**config.mk**
```make
export PLATFORM = sky130hd
export DESIGN_NAME = lut_loader
export DESIGN_NICKNAME = d
export VERILOG_FILES = /design/src/rtl/lut_loader.sv
export SDC_FILE = /design/constraint.sdc
export NUM_CORES = 1
export LEC_CHECK = 0
export BUFFER_PORTS_ARGS = -buffer_cell sky130_fd_sc_hd__buf_2
export CAP_MARGIN = 20
export CORE_MARGIN = 2
export CORE_UTILIZATION = 50
export DETAILED_ROUTE_END_ITERATION = 12
export GPL_ROUTABILITY_DRIVEN = 0
export HOLD_SLACK_MARGIN = 0.12
export PLACE_DENSITY_LB_ADDON = 0.2
export SKIP_LAST_GASP = 1
export SLEW_MARGIN = 15
export SYNTH_ARGS = -nofsm -noshare
export SYNTH_HDL_FRONTEND = slang
export SYNTH_SLANG_ARGS = --single-unit
```
**constraint.sdc**
```tcl
create_clock -name clka -period 3.2 [get_ports clka]
set_clock_uncertainty 0.05 [all_clocks]
set_input_delay 0.16 -clock clka [delete_from_list [all_inputs] [get_ports clka]]
set_output_delay 0.16 -clock clka [all_outputs]
set_load 0.02 [all_outputs]
```
**src/rtl/lut_loader.sv**
```systemverilog
// ---------------------------------------------------------------------------
// lut_loader: unpacks a stream of 32-bit words into 24-bit LUT entries and
// writes them to table addresses 0..NUM_ENTRIES-1.            Rev 1.0
// ---------------------------------------------------------------------------
`default_nettype none

module lut_loader #(
  parameter int NUM_ENTRIES = 19,
  parameter int ENTRY_W     = 24,
  parameter int ADDR_W      = 5,
  parameter int WORD_W      = 32
) (
  input  logic              clka,
  input  logic              rst,
  input  logic              start,
  input  logic              in_valid,
  input  logic [WORD_W-1:0] in_data,
  output logic              in_ready,
  output logic [ADDR_W-1:0] w_addr,
  output logic [ENTRY_W-1:0] datain,
  output logic              we,
  output logic              busy,
  output logic              done
);

  localparam int WORDS_NEEDED = (NUM_ENTRIES * ENTRY_W + WORD_W - 1) / WORD_W;
  localparam int BUF_W        = 2 * WORD_W;
  localparam int FILL_W       = $clog2(BUF_W + 1);
  localparam int WCNT_W       = $clog2(WORDS_NEEDED + 1);
  localparam int ECNT_W       = $clog2(NUM_ENTRIES + 1);

  localparam logic [FILL_W-1:0] FILL_ENTRY = FILL_W'(ENTRY_W);
  localparam logic [FILL_W-1:0] FILL_WORD  = FILL_W'(WORD_W);
  localparam logic [WCNT_W-1:0] WORDS_ALL  = WCNT_W'(WORDS_NEEDED);
  localparam logic [ECNT_W-1:0] ENTRIES    = ECNT_W'(NUM_ENTRIES);

  typedef enum logic [1:0] {
    IDLE = 2'd0,
    LOAD = 2'd1,
    DONE = 2'd2
  } state_t;

  state_t              state_q, state_d;
  logic [BUF_W-1:0]    bitbuf_q, bitbuf_d;
  logic [FILL_W-1:0]   fill_q, fill_d;
  logic [WCNT_W-1:0]   word_cnt_q, word_cnt_d;
  logic [ECNT_W-1:0]   entry_cnt_q, entry_cnt_d;
  logic                we_q, we_d;
  logic [ADDR_W-1:0]   w_addr_q, w_addr_d;
  logic [ENTRY_W-1:0]  datain_q, datain_d;

  logic                emit;
  logic                accept;
  logic [BUF_W-1:0]    bitbuf_shift;
  logic [FILL_W-1:0]   fill_base;

  assign in_ready = (state_q == LOAD) && (fill_q <= FILL_WORD) && (word_cnt_q < WORDS_ALL);
  assign accept   = in_valid && in_ready;
  assign emit     = (state_q == LOAD) && (fill_q >= FILL_ENTRY) && (entry_cnt_q < ENTRIES);

  // When an entry leaves this cycle, the incoming word lands at the post-shift position.
  assign bitbuf_shift = emit ? (bitbuf_q >> ENTRY_W) : bitbuf_q;
  assign fill_base    = emit ? (fill_q - FILL_ENTRY) : fill_q;

  always_comb begin
    state_d     = state_q;
    bitbuf_d    = bitbuf_q;
    fill_d      = fill_q;
    word_cnt_d  = word_cnt_q;
    entry_cnt_d = entry_cnt_q;
    we_d        = 1'b0;
    w_addr_d    = w_addr_q;
    datain_d    = datain_q;

    case (state_q)
      IDLE: begin
        if (start) begin
          state_d     = LOAD;
          bitbuf_d    = '0;
          fill_d      = '0;
          word_cnt_d  = '0;
          entry_cnt_d = '0;
        end
      end
      LOAD: begin
        if (emit) begin
          we_d        = 1'b1;
          w_addr_d    = ADDR_W'(entry_cnt_q);
          datain_d    = bitbuf_q[ENTRY_W-1:0];
          entry_cnt_d = entry_cnt_q + 1'b1;
        end
        if (accept) begin
          bitbuf_d   = bitbuf_shift | (BUF_W'(in_data) << fill_base);
          fill_d     = fill_base + FILL_WORD;
          word_cnt_d = word_cnt_q + 1'b1;
        end else begin
          bitbuf_d   = bitbuf_shift;
          fill_d     = fill_base;
        end
        // Leave only once the final write has been registered onto the port.
        if (entry_cnt_q == ENTRIES) begin
          state_d = DONE;
        end
      end
      DONE: begin
        state_d = IDLE;
      end
      default: begin
        state_d = IDLE;
      end
    endcase
  end

  always_ff @(posedge clka) begin
    if (rst) begin
      state_q     <= IDLE;
      bitbuf_q    <= '0;
      fill_q      <= '0;
      word_cnt_q  <= '0;
      entry_cnt_q <= '0;
      we_q        <= 1'b0;
      w_addr_q    <= '0;
      datain_q    <= '0;
    end else begin
      state_q     <= state_d;
      bitbuf_q    <= bitbuf_d;
      fill_q      <= fill_d;
      word_cnt_q  <= word_cnt_d;
      entry_cnt_q <= entry_cnt_d;
      we_q        <= we_d;
      w_addr_q    <= w_addr_d;
      datain_q    <= datain_d;
    end
  end

  assign we     = we_q;
  assign w_addr = w_addr_q;
  assign datain = datain_q;
  assign busy   = (state_q == LOAD);
  assign done   = (state_q == DONE);

endmodule

`default_nettype wire
```
==> impl_results.md, run 1 <==
* First DRT Iteration DRCs at 411
* I/O pins at 69
* Worst setup SP type: flip-flop
* Area grow syn2layout at 16.5%
* Main synth FF type: dfxtp_1
* WL/cell at 17.9 um
* TNS Setup at 0 ns
* Cell area after synthesis at 5300 um2
* Worst Path Required at 3.42 ns
* Clock Tree Buf Depth at 2
* Crit Reg-Reg Startpoint: entry_cnt_q[1]
* First-pass GRT wire length at 23200 um
* Register area share after synthesis at 0.412
* Critical path type: flip-flop to flip-flop
* Hold_sp: in_data[13]
* Crit share post-route at 0.861
* Vias in the first global route at 4328
* Syn Inst Count at 604
* Crit end category: flip-flop
* Fillers at 908
* Synth Warn # at 0
* Syn Nets at 643
* FF+latch area at 2180 um2
* Final setup vio count at 0
* Chip width at 107 um
* Type of the worst min-delay path: input port to flip-flop
* CTS sink cnt at 109
* Worst slew margin at 0.409
* Largest cells by area after synthesis: dfxtp_1 (41%), mux2i_1 (9.3%), nand2_1 (7.2%), a22oi_1 (4.1%), o21ai_0 (3.6%)
* Routed WL at 14600 um
* Cell accounting for the most synthesized area: dfxtp_1
* DP HPWL at 10400 um
* Gr usage total at 0.260
* Fin nets at 717
* Leakage at 2.57 nW
* RSZ-0062 raised after global routing: no
* Count leader, synth: dfxtp_1
* Max-cap violations at 0
* Grt total ovfl at 0
* FF+latch count, synth at 109
* Pwr dens at 397 nW/um2
* Post-cts resize count at 0
* Core area at 10300 um2
* Detailed-route vias per instance at 5.95
* Largest net degree at the start of global routing at 42
* Syn_area_per_cell at 8.78 um2
* Die height at 107 um
* Fraction of post-synthesis cell area in the top cell type by area at 0.412
* Layout cell share with drive strength beyond 1 at 0.187
* Final Critical Period at 2.76 ns
* Final ANT Viol Nets at 0
* Pwr Total at 0.00245 W
* Area of the multi-input gates at 2900 um2
* Placed cell area at 5790 um2
* Final hold viol count at 0
* CP Max Fanout at 36
* Rows at 37
* Clk root buf: clkbuf_8
* Number of enable flip-flop cells after synthesis at 0
* Crit path DAT at 2.98 ns
* CTS tree: built
* Setup Buffers After CTS at 0
* Max Clock Freq at 0.363 GHz
* Post-synth ARST share at 0
* Yosys cell types at 47
* Clock slew at reported path FFs at 0.11 ns
* Post-route cell area at 6170 um2
* Initial Util at 0.514
* Actual slew at the worst max-slew pin at 0.884 ns
* Status: finished clean
* DR DRC count at 0
* # H-tree levels at 3
* Slew Limit Fails at 0
* DR vias at 4873
* Skew-Pair Late Insertion Delay at 0.39 ns
* Full die area at 11400 um2
* N_diodes at 0
* Setup crit start: entry_cnt_q[1]
* CTS Buf Count at 9
* Initial antenna violation count at 0
* Port-buffer cells at 68
* Commonest cells post-synth: dfxtp_1 (109), nand2_1 (102), mux2i_1 (49), o21ai_0 (38), a21oi_1 (34)
* TritonRoute pass-1 iters at 5
* Maximum vdd drop at 0.237 mV
## report_power, final
group	internal, W	switching, W
registers	0.00137	0.00000820
logic	0.0000860	0.000136
clock network	0.000366	0.000486
## critical path, cell delays in order (launching register included)
cell	delay [ns]
dfxtp_1	0.37
a211o_1	0.40
a211oi_4	0.52
buf_4	0.24
o21bai_4	0.28
buf_4	0.32
a222oi_1	0.37
inv_1	0.07
## kinds of logic after synthesis
kind of cell / Yosys count / synth area share
buffers and inverters: 59 / 0.0470
XOR/XNOR: 7 / 0.0130
multiplexers: 73 / 0.143
AO/OA/AOI/OAI: 173 / 0.225
adder cells (fa/ha/maj): 3 / 0.00708
AND/OR/NAND/NOR: 180 / 0.153
flip-flops: 109 / 0.412
## routing by layer
layer,vias up,global-route usage,wire [um]
met5,-,0,0
met4,0,0.109,387
met3,29,0.0547,1090
met2,188,0.396,6550
met1,2300,0.358,6600
li1,2356,-,-
## cell type report
class	count	area share
multi-input cells	436	0.469
clock buffers	11	0.0213
well taps	136	0.0276
flip-flops and latches	109	0.353
clock inverters	5	0.00973
repair buffers	106	0.109
inverters	16	0.00973
## metrics by stage
stage	util	instances	hold slack (ns)	worst slack, ns
final	0.598	819	0.144	0.445
after CTS	0.598	819	0.130	0.465
after floorplan	-	604	0.220	0.754
after global placement	0.561	784	0.382	0.554
after global routing	0.598	819	0.153	0.207
after detailed placement	0.561	784	0.392	0.473
## flip-flops by register name, indices dropped and copies added, names as in the netlist
signal / flops
w_addr: 5
word_cnt_q: 4
fill_q: 4
entry_cnt_q: 5
we: 1
state_q: 2
datain: 24
bitbuf_q: 64
## final timing paths
path                   to  slack [ns]  cells past startpoint
min          bitbuf_q[13]        0.14                      3
min reg2reg  bitbuf_q[56]        0.40                      2
max           bitbuf_q[1]        0.44                      7
max reg2reg   bitbuf_q[1]        0.44                      7
## cells in the final DEF, fill, tap and decap left out, types with 19 or more instances in the layout
cell,n
buf_2,68
nor2_1,26
mux2i_1,48
dlygate4sd3_1,19
dfxtp_1,109
a21oi_1,34
buf_4,19
o21ai_0,38
a22oi_1,29
nor3_1,22
nand2_1,102
## what timing repair did
| action | 4_1_cts | 5_1_grt |
|---|---|---|
| hold buffers | 19 | 0 |
| setup endpoints to repair | 0 | 0 |
| hold endpoints to repair | 34 | 0 |
Note: power is estimated with default switching activity, not from simulation.
==> run 2: changes to the inputs <==
--- a/config.mk
+++ b/config.mk
@@ -5,7 +5,7 @@
 export SDC_FILE = /design/constraint.sdc
 export NUM_CORES = 1
 export LEC_CHECK = 0
-export BUFFER_PORTS_ARGS = -buffer_cell sky130_fd_sc_hd__buf_2
+export BUFFER_PORTS_ARGS = -buffer_cell sky130_fd_sc_hd__clkbuf_2
 export CAP_MARGIN = 20
 export CORE_MARGIN = 2
 export CORE_UTILIZATION = 50
==> run 2 against run 1 <==
Effect of this change:
- fmax is 3.1% lower
- final cell count is 0.24% lower
- power is 1.3% lower
- worst setup slack worse by 0.088 ns
- wire length is 4.0% higher
- first-iteration DRC count is 46% higher
- cell area is 0.30% lower
- sequential cell count stayed put
- hold slack worse by 0.0084 ns
- utilization is 0.18 points lower
- sequential share of layout area is 0.11 points higher
- critical path depth stayed put
==> impl_results.md, run 2 (synthesis gave the netlist of run 1 again) <==
* Slowest cell on crit path: a2111oi_0
* # H-tree levels at 3 (unchanged)
* Maximum vdd drop at 0.316 mV (+34%)
* Type of the worst min-delay path: input port to flip-flop
* Clock slew at reported path FFs at 0.11 ns (about the same)
* Full die area at 11400 um2 (unchanged)
* RSZ-0062 raised after global routing: no
* Crit Reg-Reg Startpoint: entry_cnt_q[1]
* DR DRC count at 0 (unchanged)
* Skew-Pair Late Insertion Delay at 0.38 ns (about the same)
* Fin nets at 715 (-0.28%)
* Worst Path Required at 3.42 ns (about the same)
* CP peak stage delay at 0.64 ns (+0.12 ns)
* Chip width at 107 um (unchanged)
* Largest Register: bitbuf_q
* Hold_sp: start
* Crit path DAT at 3.07 ns (+0.09 ns)
* WHS Endpoint: state_q[0]
* CTS tree: built
* Max-cap violations at 0 (unchanged)
* Clk root buf: clkbuf_8
* Placed cell area at 5780 um2 (-0.13%)
* DP HPWL at 10700 um (+3.3%)
* Routed WL at 15200 um (+4.0%)
* Slew Limit Fails at 0 (unchanged)
* R2R Path End: bitbuf_q[20]
* Status: finished clean
* N_diodes at 0 (unchanged)
* # hold bufs at CTS at 18 (-1)
* Top delay family on crit path: compound AO/OA/AOI/OAI gates
* Setup crit start: entry_cnt_q[1]
* Clock Tree Buf Depth at 2 (unchanged)
* Die height at 107 um (unchanged)
* Area of the multi-input gates at 2900 um2 (unchanged)
* Worst slew margin at 0.481 (+0.0717)
* Initial Util at 0.514 (unchanged)
* Initial antenna violation count at 0 (unchanged)
* Core area at 10300 um2 (unchanged)
* DR vias at 4964 (+1.9%)
* Area grow syn2layout at 16.1%
* Final hold viol count at 0 (unchanged)
* Most frequent cells in the layout: dfxtp_1 (109), nand2_1 (102), clkbuf_2 (68)
* Crit end category: flip-flop
* Port-buffer cells at 68 (unchanged)
* TritonRoute pass-1 iters at 7 (+2)
* Post-cts resize count at 0 (unchanged)
* Reg2Reg Setup Slack at 0.36 ns (-0.09 ns)
* CTS Buf Count at 9 (unchanged)
* Leakage at 2.54 nW (-1.3%)
* Post-route cell area at 6150 um2 (-0.30%)
* Fillers at 909 (+0.11%)
* Layout cell share with drive strength beyond 1 at 0.189 (+0.00202)
* CTS sink cnt at 109 (unchanged)
* CP Cell Sequence: a211o_1, a2111oi_0, or3_1, nor2_1, buf_4, a222oi_1, inv_1
* Vias in the first global route at 4482 (+3.6%)
* Final ANT Viol Nets at 0 (unchanged)
* Detailed-route vias per instance at 6.08 (+2.1%)
* Final Critical Period at 2.84 ns (+0.0883 ns)
* Crit share post-route at 0.889 (+0.0276)
* WL/cell at 18.6 um (+4.3%)
* Gr usage total at 0.268 (+0.00750)
* Critical path type: flip-flop to flip-flop
* Reg2reg path depth at 7 (unchanged)
* Hold path cells at 3 (unchanged)
* CP Max Fanout at 12 (-67%)
* Rows at 37 (unchanged)
* First DRT Iteration DRCs at 601 (+46%)
* Pwr dens at 393 nW/um2 (-0.97%)
* Commonest non-fill, non-tap cell in the layout: dfxtp_1
* Buf/Inv on CP at 2 (-1)
* Core Util, Final at 0.596 (-0.00182)
* I/O pins at 69 (unchanged)
* Setup Buffers After CTS at 0 (unchanged)
* Largest net degree at the start of global routing at 42 (unchanged)
* Final setup vio count at 0 (unchanged)
* Worst setup SP type: flip-flop
* Max reg flops at 64 (unchanged)
* FF+latch area at 2180 um2 (unchanged)
* Grt total ovfl at 0 (unchanged)
* First-pass GRT wire length at 23900 um (+2.9%)
* Max Clock Freq at 0.352 GHz (-3.1%)
* TNS Setup at 0 ns (unchanged)
* Actual slew at the worst max-slew pin at 0.775 ns (-0.109 ns)
==> run 2: changes by cell type in the layout (fill, tap and decap cells not counted), moves of 2 or more <==
cell,change
buf_2,-68
clkbuf_1,-2
clkbuf_2,+68
inv_6,+2
==> run 2: worst max path at each step <==
stage / cells past startpoint / end
2_1_floorplan: 7 / bitbuf_q[24]
3_3_place_gp: 6 / bitbuf_q[22]
3_5_place_dp: 5 / bitbuf_q[60]
4_1_cts: 5 / bitbuf_q[60]
5_1_grt: 7 / bitbuf_q[20]
6_report: 7 / bitbuf_q[20]
==> run 2: metrics by stage <==
step | hold slack [ns] | total power (W) | cells | worst slack, ns
finish | 0.136 | 0.00242 | 817 | 0.357
global route | 0.161 | 0.00250 | 817 | 0.150
CTS | 0.125 | 0.00243 | 817 | 0.438
detailed placement | 0.396 | 0.00161 | 783 | 0.446
global placement | 0.388 | 0.00160 | 783 | 0.519
floorplan | 0.220 | 0.00152 | 604 | 0.754
==> run 2: cell type report <==
type	instances	share of cell area
clock buffers	10	0.0224
flip-flops and latches	109	0.355
well taps	136	0.0276
clock inverters	6	0.00854
inverters	16	0.00976
multi-input cells	436	0.471
repair buffers	104	0.107
==> run 2: power breakdown <==
group / internal, W / switching, W
Sequential: 0.00137 / 0.00000807
Clock: 0.000319 / 0.000501
Combinational: 0.0000834 / 0.000140
Total: 0.00177 / 0.000649
==> run 2: worst reg2reg max path: cells and delay by family, from the launching register on <==
kind                   cells  cell delay [ns]
AOI/OAI and AO/OA          3             1.36
DFF                        1             0.37
buffers and inverters      2             0.27
and+or+nand+nor            2             0.71
==> run 2: metal layers <==
metal | routed length, um | global-route usage | vias up
met1 | 6640 | 0.376 | 2378
met4 | 340 | 0.0983 | 0
met2 | 7130 | 0.425 | 197
met5 | 0 | 0 | -
met3 | 1110 | 0.0286 | 34
li1 | - | - | 2355
